==> src/rtl/blackjack_pkg.sv <==
// Shared types and constants for the blackjack table controller.
package blackjack_pkg;

    typedef enum logic [3:0] {
        S_IDLE, S_SHUFFLE, S_DEAL, S_P_TURN, S_P_CARD, S_P_HOLD,
        S_D_TURN, S_D_CARD, S_D_HOLD, S_SETTLE, S_DONE
    } state_e;

    localparam logic [1:0] RES_NONE = 2'b00;
    localparam logic [1:0] RES_WIN  = 2'b01;
    localparam logic [1:0] RES_LOSE = 2'b10;
    localparam logic [1:0] RES_TIE  = 2'b11;

    localparam int DEF_BJ_LIMIT     = 21;
    localparam int DEF_DEALER_STAND = 17;

endpackage

==> src/rtl/hold_timer.sv <==
// Display-hold down-counter: load starts a CYCLES-long window, expired pulses
// in its final cycle.
module hold_timer #(
    parameter int CYCLES = 4
) (
    input  logic clk,
    input  logic rst_n,
    input  logic load,
    output logic expired
);
    localparam int CW = (CYCLES > 1) ? $clog2(CYCLES + 1) : 1;

    logic [CW-1:0] cnt_q, cnt_d;
    logic          run_q, run_d;

    always_comb begin
        cnt_d = cnt_q;
        run_d = run_q;
        if (load) begin
            cnt_d = CW'(CYCLES - 1);
            run_d = 1'b1;
        end else if (run_q) begin
            if (cnt_q == '0) run_d = 1'b0;
            else             cnt_d = cnt_q - CW'(1);
        end
    end

    always_ff @(posedge clk or negedge rst_n) begin
        if (!rst_n) begin
            cnt_q <= '0;
            run_q <= 1'b0;
        end else begin
            cnt_q <= cnt_d;
            run_q <= run_d;
        end
    end

    assign expired = run_q && (cnt_q == '0);

endmodule

==> src/rtl/blackjack_table_ctrl.sv <==
// Multi-seat blackjack round sequencer: shuffle, deal, player turns, dealer
// draw and settlement, with all outputs registered from the next state.
module blackjack_table_ctrl
    import blackjack_pkg::*;
#(
    parameter int NUM_PLAYERS  = 2,
    parameter int HAND_W       = 6,
    parameter int DEALER_STAND = DEF_DEALER_STAND,
    parameter int BJ_LIMIT     = DEF_BJ_LIMIT,
    parameter int HOLD_CYCLES  = 100_000_000,
    parameter int PIDX_W       = $clog2(NUM_PLAYERS + 1)
) (
    input  logic                          i_Clk,
    input  logic                          i_Reset_n,
    input  logic                          i_NewGame,
    input  logic                          i_Hit,
    input  logic                          i_Stay,
    input  logic                          i_Shuffled,
    input  logic                          i_CardOK,
    input  logic [NUM_PLAYERS*HAND_W-1:0] i_HandP,
    input  logic [HAND_W-1:0]             i_HandD,
    output logic                          o_ActShuffler,
    output logic                          o_CardReq,
    output logic [PIDX_W-1:0]             o_CardDest,
    output logic [PIDX_W-1:0]             o_ActivePlayer,
    output logic                          o_Hit_P,
    output logic                          o_Stay_P,
    output logic                          o_Hit_D,
    output logic                          o_Stay_D,
    output logic                          o_ShwHnd_D,
    output logic [2*NUM_PLAYERS-1:0]      o_Result,
    output logic                          o_Done
);
    localparam int DW = $clog2(2 * NUM_PLAYERS + 2);
    localparam logic [HAND_W-1:0] LIMIT = HAND_W'(BJ_LIMIT);
    localparam logic [HAND_W-1:0] STAND = HAND_W'(DEALER_STAND);
    localparam logic [PIDX_W-1:0] DEALER = PIDX_W'(NUM_PLAYERS);

    state_e                   state_q, state_d;
    logic [PIDX_W-1:0]        active_q, active_d, dest_q, dest_d;
    logic [DW-1:0]            deal_q, deal_d;
    logic [2*NUM_PLAYERS-1:0] result_q, result_d;
    logic [NUM_PLAYERS-1:0]   bust_q, bust_d;
    logic req_q, req_d, shuf_q, shuf_d, hit_p_q, hit_p_d, stay_p_q, stay_p_d;
    logic hit_d_q, hit_d_d, stay_d_q, stay_d_d, shw_q, shw_d, done_q, done_d;
    logic load, expired;
    logic [HAND_W-1:0] act_hand, ph;
    logic [PIDX_W-1:0] deal_dest;

    hold_timer #(.CYCLES(HOLD_CYCLES)) u_hold (
        .clk(i_Clk), .rst_n(i_Reset_n), .load(load), .expired(expired)
    );

    always_comb begin
        act_hand = '0;
        for (int k = 0; k < NUM_PLAYERS; k++)
            if (active_q == PIDX_W'(k)) act_hand = i_HandP[k*HAND_W +: HAND_W];
        // Deal order wraps once: seats 0..N then 0..N again.
        if (deal_q > DW'(NUM_PLAYERS)) deal_dest = PIDX_W'(deal_q - DW'(NUM_PLAYERS + 1));
        else                           deal_dest = PIDX_W'(deal_q);
    end

    always_comb begin
        state_d  = state_q;   active_d = active_q;  dest_d   = dest_q;
        deal_d   = deal_q;    result_d = result_q;  bust_d   = bust_q;
        req_d    = req_q;     shuf_d   = shuf_q;    hit_p_d  = hit_p_q;
        stay_p_d = stay_p_q;  hit_d_d  = hit_d_q;   stay_d_d = stay_d_q;
        shw_d    = shw_q;     done_d   = done_q;    load     = 1'b0;
        ph       = '0;
        case (state_q)
            S_IDLE, S_DONE: if (i_NewGame) begin
                state_d = S_SHUFFLE; shuf_d = 1'b1; done_d = 1'b0; shw_d = 1'b0;
                result_d = '0; bust_d = '0; active_d = '0;
            end
            S_SHUFFLE: if (i_Shuffled) begin
                state_d = S_DEAL; shuf_d = 1'b0; deal_d = '0; req_d = 1'b1; dest_d = '0;
            end
            S_DEAL: begin
                if (i_CardOK && req_q) begin
                    req_d = 1'b0;
                    if (deal_q == DW'(2 * NUM_PLAYERS + 1)) begin
                        state_d = S_P_TURN; active_d = '0;
                    end else begin
                        deal_d = deal_q + DW'(1);
                    end
                end else if (!req_q) begin
                    req_d = 1'b1; dest_d = deal_dest;
                end
            end
            S_P_TURN: begin
                if (act_hand == LIMIT) begin
                    state_d = S_P_HOLD; stay_p_d = 1'b1; load = 1'b1;
                end else if (i_Hit) begin
                    state_d = S_P_CARD; req_d = 1'b1; dest_d = active_q;
                end else if (i_Stay) begin
                    state_d = S_P_HOLD; stay_p_d = 1'b1; load = 1'b1;
                end
            end
            S_P_CARD: if (i_CardOK && req_q) begin
                state_d = S_P_HOLD; req_d = 1'b0; hit_p_d = 1'b1; load = 1'b1;
            end
            S_P_HOLD: if (expired) begin
                hit_p_d = 1'b0; stay_p_d = 1'b0;
                if (hit_p_q && act_hand <= LIMIT) begin
                    state_d = S_P_TURN;
                end else begin
                    for (int k = 0; k < NUM_PLAYERS; k++)
                        if (active_q == PIDX_W'(k) && act_hand > LIMIT) begin
                            result_d[2*k +: 2] = RES_LOSE;
                            bust_d[k]          = 1'b1;
                        end
                    if (active_q == PIDX_W'(NUM_PLAYERS - 1)) begin
                        state_d  = (&bust_d) ? S_SETTLE : S_D_TURN;
                        active_d = DEALER;
                    end else begin
                        state_d  = S_P_TURN;
                        active_d = active_q + PIDX_W'(1);
                    end
                end
            end
            S_D_TURN: begin
                if (i_HandD < STAND) begin
                    state_d = S_D_CARD; req_d = 1'b1; dest_d = DEALER;
                end else begin
                    state_d = S_D_HOLD; stay_d_d = 1'b1; load = 1'b1;
                end
            end
            S_D_CARD: if (i_CardOK && req_q) begin
                state_d = S_D_HOLD; req_d = 1'b0; hit_d_d = 1'b1; load = 1'b1;
            end
            S_D_HOLD: if (expired) begin
                hit_d_d = 1'b0; stay_d_d = 1'b0;
                state_d = hit_d_q ? S_D_TURN : S_SETTLE;
            end
            S_SETTLE: begin
                for (int k = 0; k < NUM_PLAYERS; k++) begin
                    ph = i_HandP[k*HAND_W +: HAND_W];
                    if (!bust_q[k]) begin
                        if (i_HandD > LIMIT || ph > i_HandD) result_d[2*k +: 2] = RES_WIN;
                        else if (ph == i_HandD)              result_d[2*k +: 2] = RES_TIE;
                        else                                 result_d[2*k +: 2] = RES_LOSE;
                    end
                end
                state_d = S_DONE; done_d = 1'b1; shw_d = 1'b1;
            end
            default: state_d = S_IDLE;
        endcase
    end

    always_ff @(posedge i_Clk or negedge i_Reset_n) begin
        if (!i_Reset_n) begin
            state_q  <= S_IDLE; active_q <= '0;   dest_q   <= '0;
            deal_q   <= '0;     result_q <= '0;   bust_q   <= '0;
            req_q    <= 1'b0;   shuf_q   <= 1'b0; hit_p_q  <= 1'b0;
            stay_p_q <= 1'b0;   hit_d_q  <= 1'b0; stay_d_q <= 1'b0;
            shw_q    <= 1'b0;   done_q   <= 1'b0;
        end else begin
            state_q  <= state_d;  active_q <= active_d; dest_q   <= dest_d;
            deal_q   <= deal_d;   result_q <= result_d; bust_q   <= bust_d;
            req_q    <= req_d;    shuf_q   <= shuf_d;   hit_p_q  <= hit_p_d;
            stay_p_q <= stay_p_d; hit_d_q  <= hit_d_d;  stay_d_q <= stay_d_d;
            shw_q    <= shw_d;    done_q   <= done_d;
        end
    end

    assign o_ActShuffler  = shuf_q;
    assign o_CardReq      = req_q;
    assign o_CardDest     = dest_q;
    assign o_ActivePlayer = active_q;
    assign o_Hit_P        = hit_p_q;
    assign o_Stay_P       = stay_p_q;
    assign o_Hit_D        = hit_d_q;
    assign o_Stay_D       = stay_d_q;
    assign o_ShwHnd_D     = shw_q;
    assign o_Result       = result_q;
    assign o_Done         = done_q;

endmodule

==> config.mk <==
export PLATFORM = sky130hd
export DESIGN_NAME = blackjack_table_ctrl
export DESIGN_NICKNAME = d
export VERILOG_FILES = /design/src/rtl/blackjack_pkg.sv /design/src/rtl/hold_timer.sv /design/src/rtl/blackjack_table_ctrl.sv
export SDC_FILE = /design/constraint.sdc
export NUM_CORES = 1
export LEC_CHECK = 0
export BUFFER_PORTS_ARGS = -buffer_cell sky130_fd_sc_hd__buf_2
export CAP_MARGIN = 15
export CORE_MARGIN = 3
export CORE_UTILIZATION = 25
export DETAILED_ROUTE_END_ITERATION = 8
export PLACE_DENSITY = 0.44
export SYNTH_ARGS = -nofsm -noshare
export SYNTH_HDL_FRONTEND = slang
export SYNTH_SLANG_ARGS = --single-unit
==> constraint.sdc <==
create_clock -name i_Clk -period 2.9 [get_ports i_Clk]
set_input_delay 0.435 -clock i_Clk [delete_from_list [all_inputs] [get_ports i_Clk]]
set_output_delay 0.435 -clock i_Clk [all_outputs]
set_load 0.05 [all_outputs]
## Word level (Yosys, flattened, before mapping)

Cells that the tools add are included.

| word-level totals | value |
|---|---|
| bits in registers | 52 |
| output and inout bits | 16 |
| word-level logic and storage cells | 203 |

| operators by class | value |
|---|---|
| reduce and logical (&&, ||, !) cells | 41 |
| multiplexer cells | 95 |
| order comparisons | 7 |
| $add $sub $neg | 4 |
| equal/unequal tests | 40 |

Operators by type and width:

| cell | number |
|---|---|
| two-way mux 27 bit | 3 |
| two-way mux 4 bit | 19 |
| two-way mux 2 bit | 21 |
| != test 2 bit (second input constant) | 21 |
| one-hot mux 4 bit (10 select lines) | 1 |
| two-way mux 1 bit | 33 |
| logical NOT 27 bit | 1 |
| subtractor 27 x 1 -> 27 bit (second input constant) | 1 |
| AND reduction 6 bit | 4 |
| nonzero test 2 bit | 9 |
| == test 4 x 3 -> 1 bit (second input constant) | 4 |
| == test 4 bit (second input constant) | 3 |
| == test 6 bit | 2 |
| greater-than comparator 6 x 5 -> 1 bit (second input constant) | 2 |
| greater-than comparator 6 bit | 2 |
| two-way mux 6 bit | 2 |
| one-hot mux 1 bit (2 select lines) | 6 |
| one-hot mux 4 bit (3 select lines) | 1 |
| AND reduction 3 bit | 4 |
| AND reduction 4 bit | 3 |
| two-way mux 3 bit | 3 |
| AND reduction 9 bit | 1 |
| == test 4 x 2 -> 1 bit (second input constant) | 2 |
| one-hot mux 2 bit (4 select lines) | 1 |
| 28 further kinds | 38 |

## Logic depth before layout (Yosys ltp)

Gate-level depths: netlist of the first run.

| logic depth | value |
|---|---|
| depth in word-level cells | 15 |
| gate-level depth with buffers | 10 |
| gate-level depth less buffers | 8 |

## Hierarchy

Synthesis of the first run repeated with hierarchy kept, for this count alone.

| second synthesis, totals | value |
|---|---|
| cells, all modules | 429 |
| area, all modules | 3866.2 um^2 |

Modules (own cells, without submodules):

| module | area an instance (um^2) | instances | sequential area each (um^2) | cells an instance |
|---|---|---|---|---|
| blackjack_table_ctrl | 2257.2 | 1 | 600.6 | 269 |
| hold_timer | 1609.0 | 1 | 700.7 | 160 |

## Least setup slack after synthesis of the first run

Ideal clock, no wire load.

| timing | value |
|---|---|
| path kind | reg2reg |
| start point | reg u_hold.cnt_q[0] |
| end point | reg active_q[0], in the netlist o_ActivePlayer[0] |
| arrival time | 2546 ps |
| buffers on the path | 1 |
| clock period less this slack | 2667 ps |
| setup slack | 233 ps |
| setup time | 121 ps |
| cell stages (with the launch flop) | 10 |
| cells stage by stage | dfrtp_1 > inv_1 > ha_1 > or4b_1 > or3_1 > buf_2 > nor4_4 > a21oi_2 > or3_1 > a22o_1 |

| between the ends | value |
|---|---|
| word-level cells in the longest chain between the ends | 4 |

Ends and longest elaborated chain:

| element | line | text |
|---|---|---|
| from (decl) | hold_timer.sv:13 | `logic [CW-1:0] cnt_q, cnt_d;` |
| from (signal assigned) | hold_timer.sv:33 | `cnt_q <= cnt_d;` |
| logical NOT 27 bit | hold_timer.sv:38 | `assign expired = run_q && (cnt_q == '0);` |
| logical AND 1 bit | hold_timer.sv:38 |  |
| != test 2 bit (no line) | -- |  |
| AND reduction 6 bit (no line) | -- |  |
| to (signal assigned) | blackjack_table_ctrl.sv:158 | `state_q <= state_d; active_q <= active_d; dest_q <= dest_d;` |
| to (decl) | blackjack_table_ctrl.sv:40 | `logic [PIDX_W-1:0] active_q, active_d, dest_q, dest_d;` |

No other way between the ends.
A chain may end at the register's enable or synchronous reset.

## Worst setup path after layout of the first run

Ends and elaborated chain as after synthesis.

==> out/metrics.yaml, run 1 <==
power_and_ir_drop:
  leakagePower_nw: 1.75
  cellPowerDensity_nw_per_um2: 837
  peakVddDrop_uv: 286
placement:
  place_congestion: 0.837
  placed_area_sq_um: 4050
  io_buffers: 40
  dp_hpwl_um: 7530
sta:
  hold_violations: 0
  fmax_ghz: 0.367
  rsz0062_at_grt: "false"
  fin_crit_ns: 2.73
  slew_viol_final: 0
  hold_slack_ns: 0.204
  setup_viol: 0
  clock_skew_ns: 0.00837
  finalSetupTns_ns: 0
  tightest_slew_ns: 0.774
  fin_crit_sh_pct: 94.0
  slew-limit-headroom_pct: 48.4
setup_path:
  crit_path_cell_trace: "inv_1, ha_1, or4b_1, or3_1, nor4_4, a21oi_2, or3_1, a22o_1"
  worst_ep_arrival_time_ns: 2.91
  cp_num_buf_inv: 1
  endpoint_kind: "flip-flop"
  rr_endpoint: "o_ActivePlayer[0]$_DFFE_PN0P_"
  required_ns: 3.09
  r2r_slack_ns: 0.17
  r2r_start: "u_hold.cnt_q[0]$_DFFE_PN0P_"
  cp-start-kind: "flip-flop"
  cpLargestDelayFamily: "simple AND/OR/NAND/NOR gates"
  path_depth: 8
  max_stage_delay_ns: 0.49
  slowest_stage: "or3_1"
  worstPathMaxFanout: 5
  r2r_cells: 8
  critPathKind: "reg -> reg"
  crit_path_frequent_cell: "or3_1"
clock_network:
  clk_pin_slew_worst_paths_ns: 0.08
  numCtsBuffers: 5
  root_buffer: "clkbuf_16"
  hold_buffers: 0
  clk_latency_ns: 0.29
  numClockSinks: 52
  cts_tree: "built"
  cts.htree.levels: 2
  post-cts-setup-buffers: 0
  cts_resized: 0
  cts_buffer_depth: 2
detailed_routing:
  ant_nets: 0
  num_vias: 3204
  drtIter0Drc: 290
  drc_errors: 0
  postRouteWirelength_um: 9850
  firstDrtPassIters: 5
  wire_per_inst_um: 15.5
  avgViaCountPerCell: 5.05
flow_run:
  drv_cap: 0
global_routing:
  overflow: 0
  grt_start_max_net_pins: 33
  grt_pass1_wl_um: 16500
  grt_pass1_vias: 3195
  grt_usage_pct: 12.5
  antenna_found_initial: 0
layout:
  final_common_cell: "dfrtp_1"
  final_nets: 497
  n_fill_cell: 1498
  layout-drive-gt1-share_pct: 20.7
  final_cell_mix: "dfrtp_1, nand2_1, buf_2, nor2_1"
  syn_to_final_growth_pct: 16.8
  stdcell_area_sq_um: 4200
  n_antenna_cell: 0
floorplanning:
  core_sq_um: 14000
  die_y_um: 126
  die-area_sq_um: 15900
  die_x_um: 126
  num_rows: 43
  start_util_pct: 25.7
  io_pins: 41
synthesis:
  ys_types: 67
  syn_area_sq_um: 3590
  synth.largest_area_cell: "dfrtp_1"
  synthArstFlopShare_pct: 100
  ys_seq_area_share_pct: 36.2
  synth_edf_count: 0
  synth_seq_cells: 52
  syn_nets: 450
  yosysWarnings: 0
  synth_flop_cell: "dfrtp_1"
  avgSynthCellArea_sq_um: 8.83
  synth_area_leaders: "dfrtp_1, ha_1, xnor2_1"
  postSynthCellCount: 407
  netlist.area_leader.share_pct: 36.2
hold_path:
  hp-class: "in -> async"
outcome:
  status: "finished clean"
## Yosys cell counts, drive strengths merged, types with 10 or more instances
master / number
dfrtp: 52
nand2: 40
nor2: 33
a21oi: 24
inv: 23
xnor2: 21
ha: 18
o21ai: 16
nor3: 15
or3: 11
a21o: 10
mux2: 10
nand2b: 10
## area by class of cell
class	instances	area (sq um)	area share [%]
inverter	23	86.3	2.06
timing repair buffer	55	313	7.45
multi-input combinational	317	2130	50.6
tap	180	225	5.36
clock buffer	5	125	2.98
sequential	52	1300	31.0
clock inverter	3	22.5	0.536
## registers in the layout, indices dropped and copies added, names as in the netlist
signal          cells
bust_q              2
deal_q              3
o_ActShuffler       1
o_ActivePlayer      2
o_CardDest          2
o_CardReq           1
o_Done              1
o_Hit_D             1
o_Hit_P             1
o_Result            4
o_Stay_D            1
o_Stay_P            1
state_q             4
u_hold.cnt_q       27
u_hold.run_q        1
## per-layer routing
metal	vias up	track usage [%]	part of all wire, %
met5	-	0	0
met4	0	3.22	1.3
met3	11	2.42	3.8
met2	85	20.8	48
met1	1542	16.8	47
li1	1566	-	-
## per-stage QoR
| stage | total power [mW] | util (%) | worst slack (ns) | instances |
|---|---|---|---|---|
| after floorplan | 2.41 | - | 0.233 | 407 |
| after global placement | 2.93 | 29.0 | 0.232 | 627 |
| after detailed placement | 2.92 | 29.0 | 0.183 | 627 |
| after CTS | 3.56 | 30.0 | 0.169 | 635 |
| after global routing | 3.79 | 30.0 | 0.0396 | 635 |
| final | 3.51 | 30.0 | 0.175 | 635 |
## report_power, final
part / internal, mW / switching, mW
clock network: 0.324 / 0.282
logic: 0.672 / 1.11
registers: 0.925 / 0.204
total: 1.92 / 1.59
## worst register-to-register path: stages (launching register included)
cell and delay, ns:
dfrtp_1 0.41, inv_1 0.09, ha_1 0.17, or4b_1 0.47, or3_1 0.49, nor4_4 0.21
a21oi_2 0.09, or3_1 0.44, a22o_1 0.25
## cell families (layout without fill, tap and decap cells)
group | count (synthesis) | count (layout) | share of synthesized area, %
AOI/OAI and AO/OA | 105 | 105 | 20.0
xor gates and xnor gates | 25 | 25 | 6.09
adders and majority gates | 18 | 18 | 6.27
buffers and inverters | 38 | 86 | 4.63
DFF | 52 | 52 | 36.2
muxes | 10 | 10 | 3.13
and+or+nand+nor | 159 | 159 | 23.6
## worst max path at each step
stage / from / end / slack, ns
6_report: u_hold.cnt_q[0]$_DFFE_PN0P_ / o_ActivePlayer[0]$_DFFE_PN0P_ / 0.17
5_1_grt: u_hold.cnt_q[0]$_DFFE_PN0P_ / o_Result[3]$_DFFE_PN0P_ / 0.04
4_1_cts: u_hold.cnt_q[0]$_DFFE_PN0P_ / o_ActivePlayer[0]$_DFFE_PN0P_ / 0.17
3_5_place_dp: u_hold.cnt_q[0]$_DFFE_PN0P_ / o_ActivePlayer[0]$_DFFE_PN0P_ / 0.18
3_3_place_gp: u_hold.cnt_q[0]$_DFFE_PN0P_ / o_ActivePlayer[0]$_DFFE_PN0P_ / 0.23
2_1_floorplan: u_hold.cnt_q[0]$_DFFE_PN0P_ / o_ActivePlayer[0]$_DFFE_PN0P_ / 0.23
Power figures use the tool's default switching activity.
==> inputs of run 2 (changes only) <==
CORE_MARGIN = 2   (was 3)
==> run 2 against run 1 <==
Net effect: register-to-register slack improved by 0.03 ns; hold slack got worse by 0.083 ns; setup slack improved by 0.030 ns; first-iteration DRC count increased by 25%; critical path depth unchanged; flip-flop and latch count unchanged; cell count increased by 0.16%; clock skew decreased by 0.0016 ns; routed wire length increased by 0.11%; largest power group unchanged.
==> out/metrics.yaml, run 2 (synthesis gave the netlist of run 1 again) <==
outcome:
  status: "finished clean"  # unchanged
setup_path:
  worst_ep_arrival_time_ns: 2.88  # was 2.91 ns
  worstPathMaxFanout: 5  # unchanged
  endpoint_kind: "flip-flop"  # unchanged
  cp-start-kind: "flip-flop"  # unchanged
  required_ns: 3.09  # about the same
  critPathKind: "reg -> reg"  # unchanged
clock_network:
  numClockSinks: 52  # unchanged
  numCtsBuffers: 5  # unchanged
  cts_tree: "built"  # unchanged
  clk_latency_ns: 0.30  # was 0.29 ns
  cts.htree.levels: 2  # unchanged
  hold_buffers: 0  # unchanged
  clk_pin_slew_worst_paths_ns: 0.07  # was 0.08 ns
  post-cts-setup-buffers: 0  # unchanged
  root_buffer: "clkbuf_16"  # unchanged
  cts_resized: 0  # unchanged
  cts_buffer_depth: 2  # unchanged
global_routing:
  overflow: 0  # unchanged
  grt_pass1_wl_um: 16200  # was 16500 um
  grt_start_max_net_pins: 25  # was 33
  grt_pass1_vias: 3206  # was 3195
  grt_usage_pct: 13.5  # was 12.5%
  antenna_found_initial: 0  # unchanged
detailed_routing:
  num_vias: 3267  # was 3204
  drtIter0Drc: 363  # was 290
  avgViaCountPerCell: 5.14  # was 5.05
  ant_nets: 0  # unchanged
  wire_per_inst_um: 15.5  # about the same
  wl_met1_um: 4600  # was 4620 um
  postRouteWirelength_um: 9860  # was 9850 um
  met3_length_um: 379  # was 371 um
  met2_length_um: 4710  # was 4730 um
  firstDrtPassIters: 5  # unchanged
  drc_errors: 0  # unchanged
  topRoutingLayerUsed: "met4"  # unchanged
floorplanning:
  die-area_sq_um: 15400  # was 15900 sq um
  num_rows: 43  # unchanged
  start_util_pct: 25.7  # unchanged
  core_sq_um: 14000  # unchanged
  die_x_um: 124  # was 126 um
  die_y_um: 124  # was 126 um
  io_pins: 41  # unchanged
sta:
  slew-limit-headroom_pct: 59.8  # was 48.4%
  setup_viol: 0  # unchanged
  clock_skew_ns: 0.00675  # was 0.00837 ns
  fin_crit_sh_pct: 92.9  # was 94.0%
  fin_crit_ns: 2.69  # was 2.73 ns
  hold_violations: 0  # unchanged
  fmax_ghz: 0.371  # was 0.367 GHz
  slew_viol_final: 0  # unchanged
  finalSetupTns_ns: 0  # unchanged
  rsz0062_at_grt: "false"  # unchanged
  tightest_slew_ns: 0.596  # was 0.774 ns
layout:
  n_antenna_cell: 0  # unchanged
  final_cell_mix: "dfrtp_1, nand2_1, buf_2, nor2_1"  # unchanged
  stdcell_area_sq_um: 4210  # was 4200 sq um
  final_common_cell: "dfrtp_1"  # unchanged
  top_register: "u_hold.cnt_q"  # unchanged
  largest_register_ffs: 27  # unchanged
  layout-drive-gt1-share_pct: 20.8  # was 20.7%
  final_nets: 498  # was 497
  syn_to_final_growth_pct: 17.1  # was 16.8%
  fin_cells: 636  # was 635
placement:
  dp_hpwl_um: 7620  # was 7530 um
  io_buffers: 40  # unchanged
  dp_cells: 628  # was 627
  placed_area_sq_um: 4060  # was 4050 sq um
  place_congestion: 0.849  # was 0.837
power_and_ir_drop:
  cellPowerDensity_nw_per_um2: 840  # was 837 nW/um^2
  leakagePower_nw: 1.76  # was 1.75 nW
  peakVddDrop_uv: 329  # was 286 uV
flow_run:
  drv_cap: 0  # unchanged
hold_path:
  hp-class: "in -> async"  # unchanged
run 2: cell count changes in the layout (fill, tap and decap cells not counted), sizes merged:
cell and delta:
buf +1
run 2: final cells by class:
type | instances | area [sq um]
Timing Repair Buffer | 56 | 320
Clock inverter | 3 | 22.5
Inverter | 23 | 86.3
Sequential cell | 52 | 1300
Multi-Input combinational cell | 317 | 2130
Fill cell | 1515 | 9780
Tap cell | 180 | 225
Clock buffer | 5 | 125
run 2: path summary, 6_finish.rpt:
kind,from,to,slack [ns],cells past startpoint
max,u_hold.cnt_q[0]$_DFFE_PN0P_,o_ActivePlayer[0]$_DFFE_PN0P_,0.21,8
min,i_Reset_n,o_ActivePlayer[0]$_DFFE_PN0P_,0.12,1
max reg2reg,u_hold.cnt_q[0]$_DFFE_PN0P_,o_ActivePlayer[0]$_DFFE_PN0P_,0.21,8
min reg2reg,o_ActShuffler$_DFFE_PN0P_,o_ActShuffler$_DFFE_PN0P_,0.50,1
max in group asynchronous,i_Reset_n,u_hold.cnt_q[14]$_DFFE_PN0P_,2.13,2
min in group i_Clk,o_ActShuffler$_DFFE_PN0P_,o_ActShuffler$_DFFE_PN0P_,0.50,1
run 2: worst max-delay path: stages, from the launching register on:
cell and delay (ns):
dfrtp_1 0.41, inv_1 0.09, ha_1 0.18, or4b_1 0.46, or3_1 0.49, nor4_4 0.21
a21oi_2 0.09, or3_1 0.42, a22o_1 0.25
run 2: report_power, final:
| part | leakage [nW] | total (mW) | switching [mW] | internal, mW |
|---|---|---|---|---|
| combinational | 1.09 | 1.78 | 1.10 | 0.680 |
| sequential | 0.593 | 1.13 | 0.210 | 0.925 |
| clock | 0.0742 | 0.617 | 0.293 | 0.324 |
| total | 1.76 | 3.53 | 1.61 | 1.93 |
run 2: routing by layer:
| metal | track usage (%) | vias up |
|---|---|---|
| li1 | - | 1580 |
| met4 | 4.07 | 0 |
| met3 | 2.52 | 12 |
| met2 | 22.8 | 73 |
| met5 | 0 | - |
| met1 | 17.5 | 1602 |
run 2: stage by stage:
stage / power, mW / worst slack [ns] / hold WS, ns / util [%]
5_1_grt: 3.80 / 0.0248 / 0.156 / 30.1
4_1_cts: 3.57 / 0.161 / 0.129 / 30.1
6_report: 3.53 / 0.205 / 0.121 / 30.1
3_5_place_dp: 2.93 / 0.175 / 0.456 / 29.0
2_1_floorplan: 2.41 / 0.233 / 0.139 / -
3_3_place_gp: 2.94 / 0.239 / 0.451 / 29.0
==> inputs of run 3 (changes only) <==
RECOVER_POWER = 50   (was default)
==> run 3 against run 2 <==
Net effect: total power down 0.45%; combinational power about the same; non-clock buffer count unchanged; critical path type unchanged; register-to-register slack about the same; global-route usage unchanged; sequential power about the same; highest routed layer unchanged; sequential share of layout area up 0.14 points; clock skew about the same.
==> out/metrics.yaml, run 3 (synthesis gave the netlist of run 1 again) <==
outcome:
  status: "finished clean"  # unchanged
clock_network:
  clk_pin_slew_worst_paths_ns: 0.07  # about the same
  post-cts-setup-buffers: 0  # unchanged
  cts_tree: "built"  # unchanged
  cts.htree.levels: 2  # unchanged
  root_buffer: "clkbuf_16"  # unchanged
  clk_latency_ns: 0.30  # about the same
  numClockSinks: 52  # unchanged
  hold_buffers: 0  # unchanged
  numCtsBuffers: 5  # unchanged
  cts_resized: 0  # unchanged
  cts_buffer_depth: 2  # unchanged
global_routing:
  grt_pass1_wl_um: 16200  # unchanged
  overflow: 0  # unchanged
  antenna_found_initial: 0  # unchanged
  grt_pass1_vias: 3206  # unchanged
  grt_start_max_net_pins: 25  # unchanged
  grt_usage_pct: 13.5  # unchanged
setup_path:
  critPathLaunch: "u_hold.cnt_q[0]$_DFFE_PN0P_"  # unchanged
  cp-endpoint: "o_ActivePlayer[0]$_DFFE_PN0P_"  # unchanged
  r2r_cells: 8  # unchanged
  cp-start-kind: "flip-flop"  # unchanged
  r2r_start: "u_hold.cnt_q[0]$_DFFE_PN0P_"  # unchanged
  required_ns: 3.09  # about the same
  critPathKind: "reg -> reg"  # unchanged
  endpoint_kind: "flip-flop"  # unchanged
  worst_ep_arrival_time_ns: 2.89  # was 2.88 ns
  worstPathMaxFanout: 5  # unchanged
  r2r_slack_ns: 0.20  # was 0.21 ns
  rr_endpoint: "o_ActivePlayer[0]$_DFFE_PN0P_"  # unchanged
sta:
  finalSetupTns_ns: 0  # unchanged
  slew_viol_final: 0  # unchanged
  slew-limit-headroom_pct: 10.8  # was 59.8%
  rsz0062_at_grt: "false"  # unchanged
  worst_slack_ns: 0.202  # was 0.205 ns
  fin_crit_ns: 2.70  # was 2.69 ns
  tightest_slew_ns: 1.34  # was 0.596 ns
  fmax_ghz: 0.371  # about the same
  hold_slack_ns: 0.417  # was 0.121 ns
  hold_violations: 0  # unchanged
  clock_skew_ns: 0.00678  # was 0.00675 ns
  setup_viol: 0  # unchanged
  fin_crit_sh_pct: 93.0  # was 92.9%
power_and_ir_drop:
  p_total_mw: 3.52  # was 3.53 mW
  power.share.switching_pct: 45.6  # was 45.4%
  p_sw_mw: 1.60  # was 1.61 mW
  seqPwrFrac_pct: 32.3  # was 32.1%
  peakVddDrop_uv: 326  # was 329 uV
  leakagePower_nw: 1.71  # was 1.76 nW
  p_clk_share_pct: 17.5  # about the same
  cellPowerDensity_nw_per_um2: 840  # about the same
  internal_power_mw: 1.91  # was 1.93 mW
  comb_power_share_pct: 50.2  # was 50.4%
flow_run:
  drv_cap: 0  # unchanged
detailed_routing:
  drtIter0Drc: 374  # was 363
  avgViaCountPerCell: 5.12  # was 5.14
  firstDrtPassIters: 4  # was 5
  wire_per_inst_um: 15.5  # about the same
  postRouteWirelength_um: 9860  # about the same
  ant_nets: 0  # unchanged
  num_vias: 3254  # was 3267
  drc_errors: 0  # unchanged
floorplanning:
  die-area_sq_um: 15400  # unchanged
  io_pins: 41  # unchanged
  start_util_pct: 25.7  # unchanged
  die_y_um: 124  # unchanged
  core_sq_um: 14000  # unchanged
  num_rows: 43  # unchanged
  die_x_um: 124  # unchanged
layout:
  stdcell_area_sq_um: 4190  # was 4210 sq um
  final_nets: 498  # unchanged
  n_fill_cell: 1519  # was 1515
  final_common_cell: "dfrtp_1"  # unchanged
  regArea_sq_um: 1300  # unchanged
  layout-drive-gt1-share_pct: 18.4  # was 20.8%
  multi_input_area_sq_um: 2130  # unchanged
  n_antenna_cell: 0  # unchanged
  syn_to_final_growth_pct: 16.5  # was 17.1%
  largest_register_ffs: 27  # unchanged
  top_register: "u_hold.cnt_q"  # unchanged
  final_cell_mix: "dfrtp_1, nand2_1, nor2_1, buf_2"  # was dfrtp_1, nand2_1, buf_2, nor2_1
placement:
  dp_hpwl_um: 7620  # unchanged
  placed_area_sq_um: 4060  # unchanged
  place_congestion: 0.849  # unchanged
  preCtsSetupSlack_ns: 0.175  # unchanged
  io_buffers: 40  # unchanged
hold_path:
  hp-class: "in -> async"  # unchanged
-- run 3: worst min-delay path by stage --
stage	start	end	slack, ns
2_1_floorplan	i_Reset_n	bust_q[0]$_DFFE_PN0P_	0.14
4_1_cts	i_Reset_n	o_ActivePlayer[0]$_DFFE_PN0P_	0.13
3_5_place_dp	i_Reset_n	o_ActivePlayer[0]$_DFFE_PN0P_	0.46
5_1_grt	i_Reset_n	state_q[1]$_DFFE_PN0P_	0.53
6_report	i_Reset_n	o_ActivePlayer[0]$_DFFE_PN0P_	0.42
3_3_place_gp	i_Reset_n	o_ActivePlayer[0]$_DFFE_PN0P_	0.45
-- run 3: stage by stage --
step / util (%) / std cells
2_1_floorplan: - / 407
3_3_place_gp: 29.0 / 628
3_5_place_dp: 29.0 / 628
4_1_cts: 30.1 / 636
5_1_grt: 29.9 / 636
6_report: 29.9 / 636
-- run 3: final cells by class --
type	count	share of cell area, %
inverters	23	2.06
clock buffers	5	2.99
multi-input cells	317	50.8
well taps	180	5.38
clock inverters	3	0.538
flip-flops and latches	52	31.1
repair buffers	56	7.20
-- run 3: per-layer routing --
layer	up-vias	part of all wire (%)	track usage, %
met5	-	0	0
met4	0	1.4	4.07
met3	9	4.7	2.52
met2	76	48	22.8
met1	1591	46	17.5
li1	1578	-	-
-- run 3: power groups by stage --
stage               registers, mW  clock network (mW)  logic (mW)
global placement             1.15                   0        1.79
finish                       1.14               0.616        1.77
CTS                          1.14               0.646        1.79
detailed placement           1.15                   0        1.78
floorplan                    1.31                   0        1.10
global route                 1.17               0.674        1.94
-- run 3: critical path: stages, from the launching register on --
cell	delay, ns
dfrtp_1	0.41
inv_1	0.09
ha_1	0.18
or4b_1	0.46
or3_1	0.48
nor4_4	0.22
a21oi_2	0.09
or3_1	0.42
a22o_1	0.25
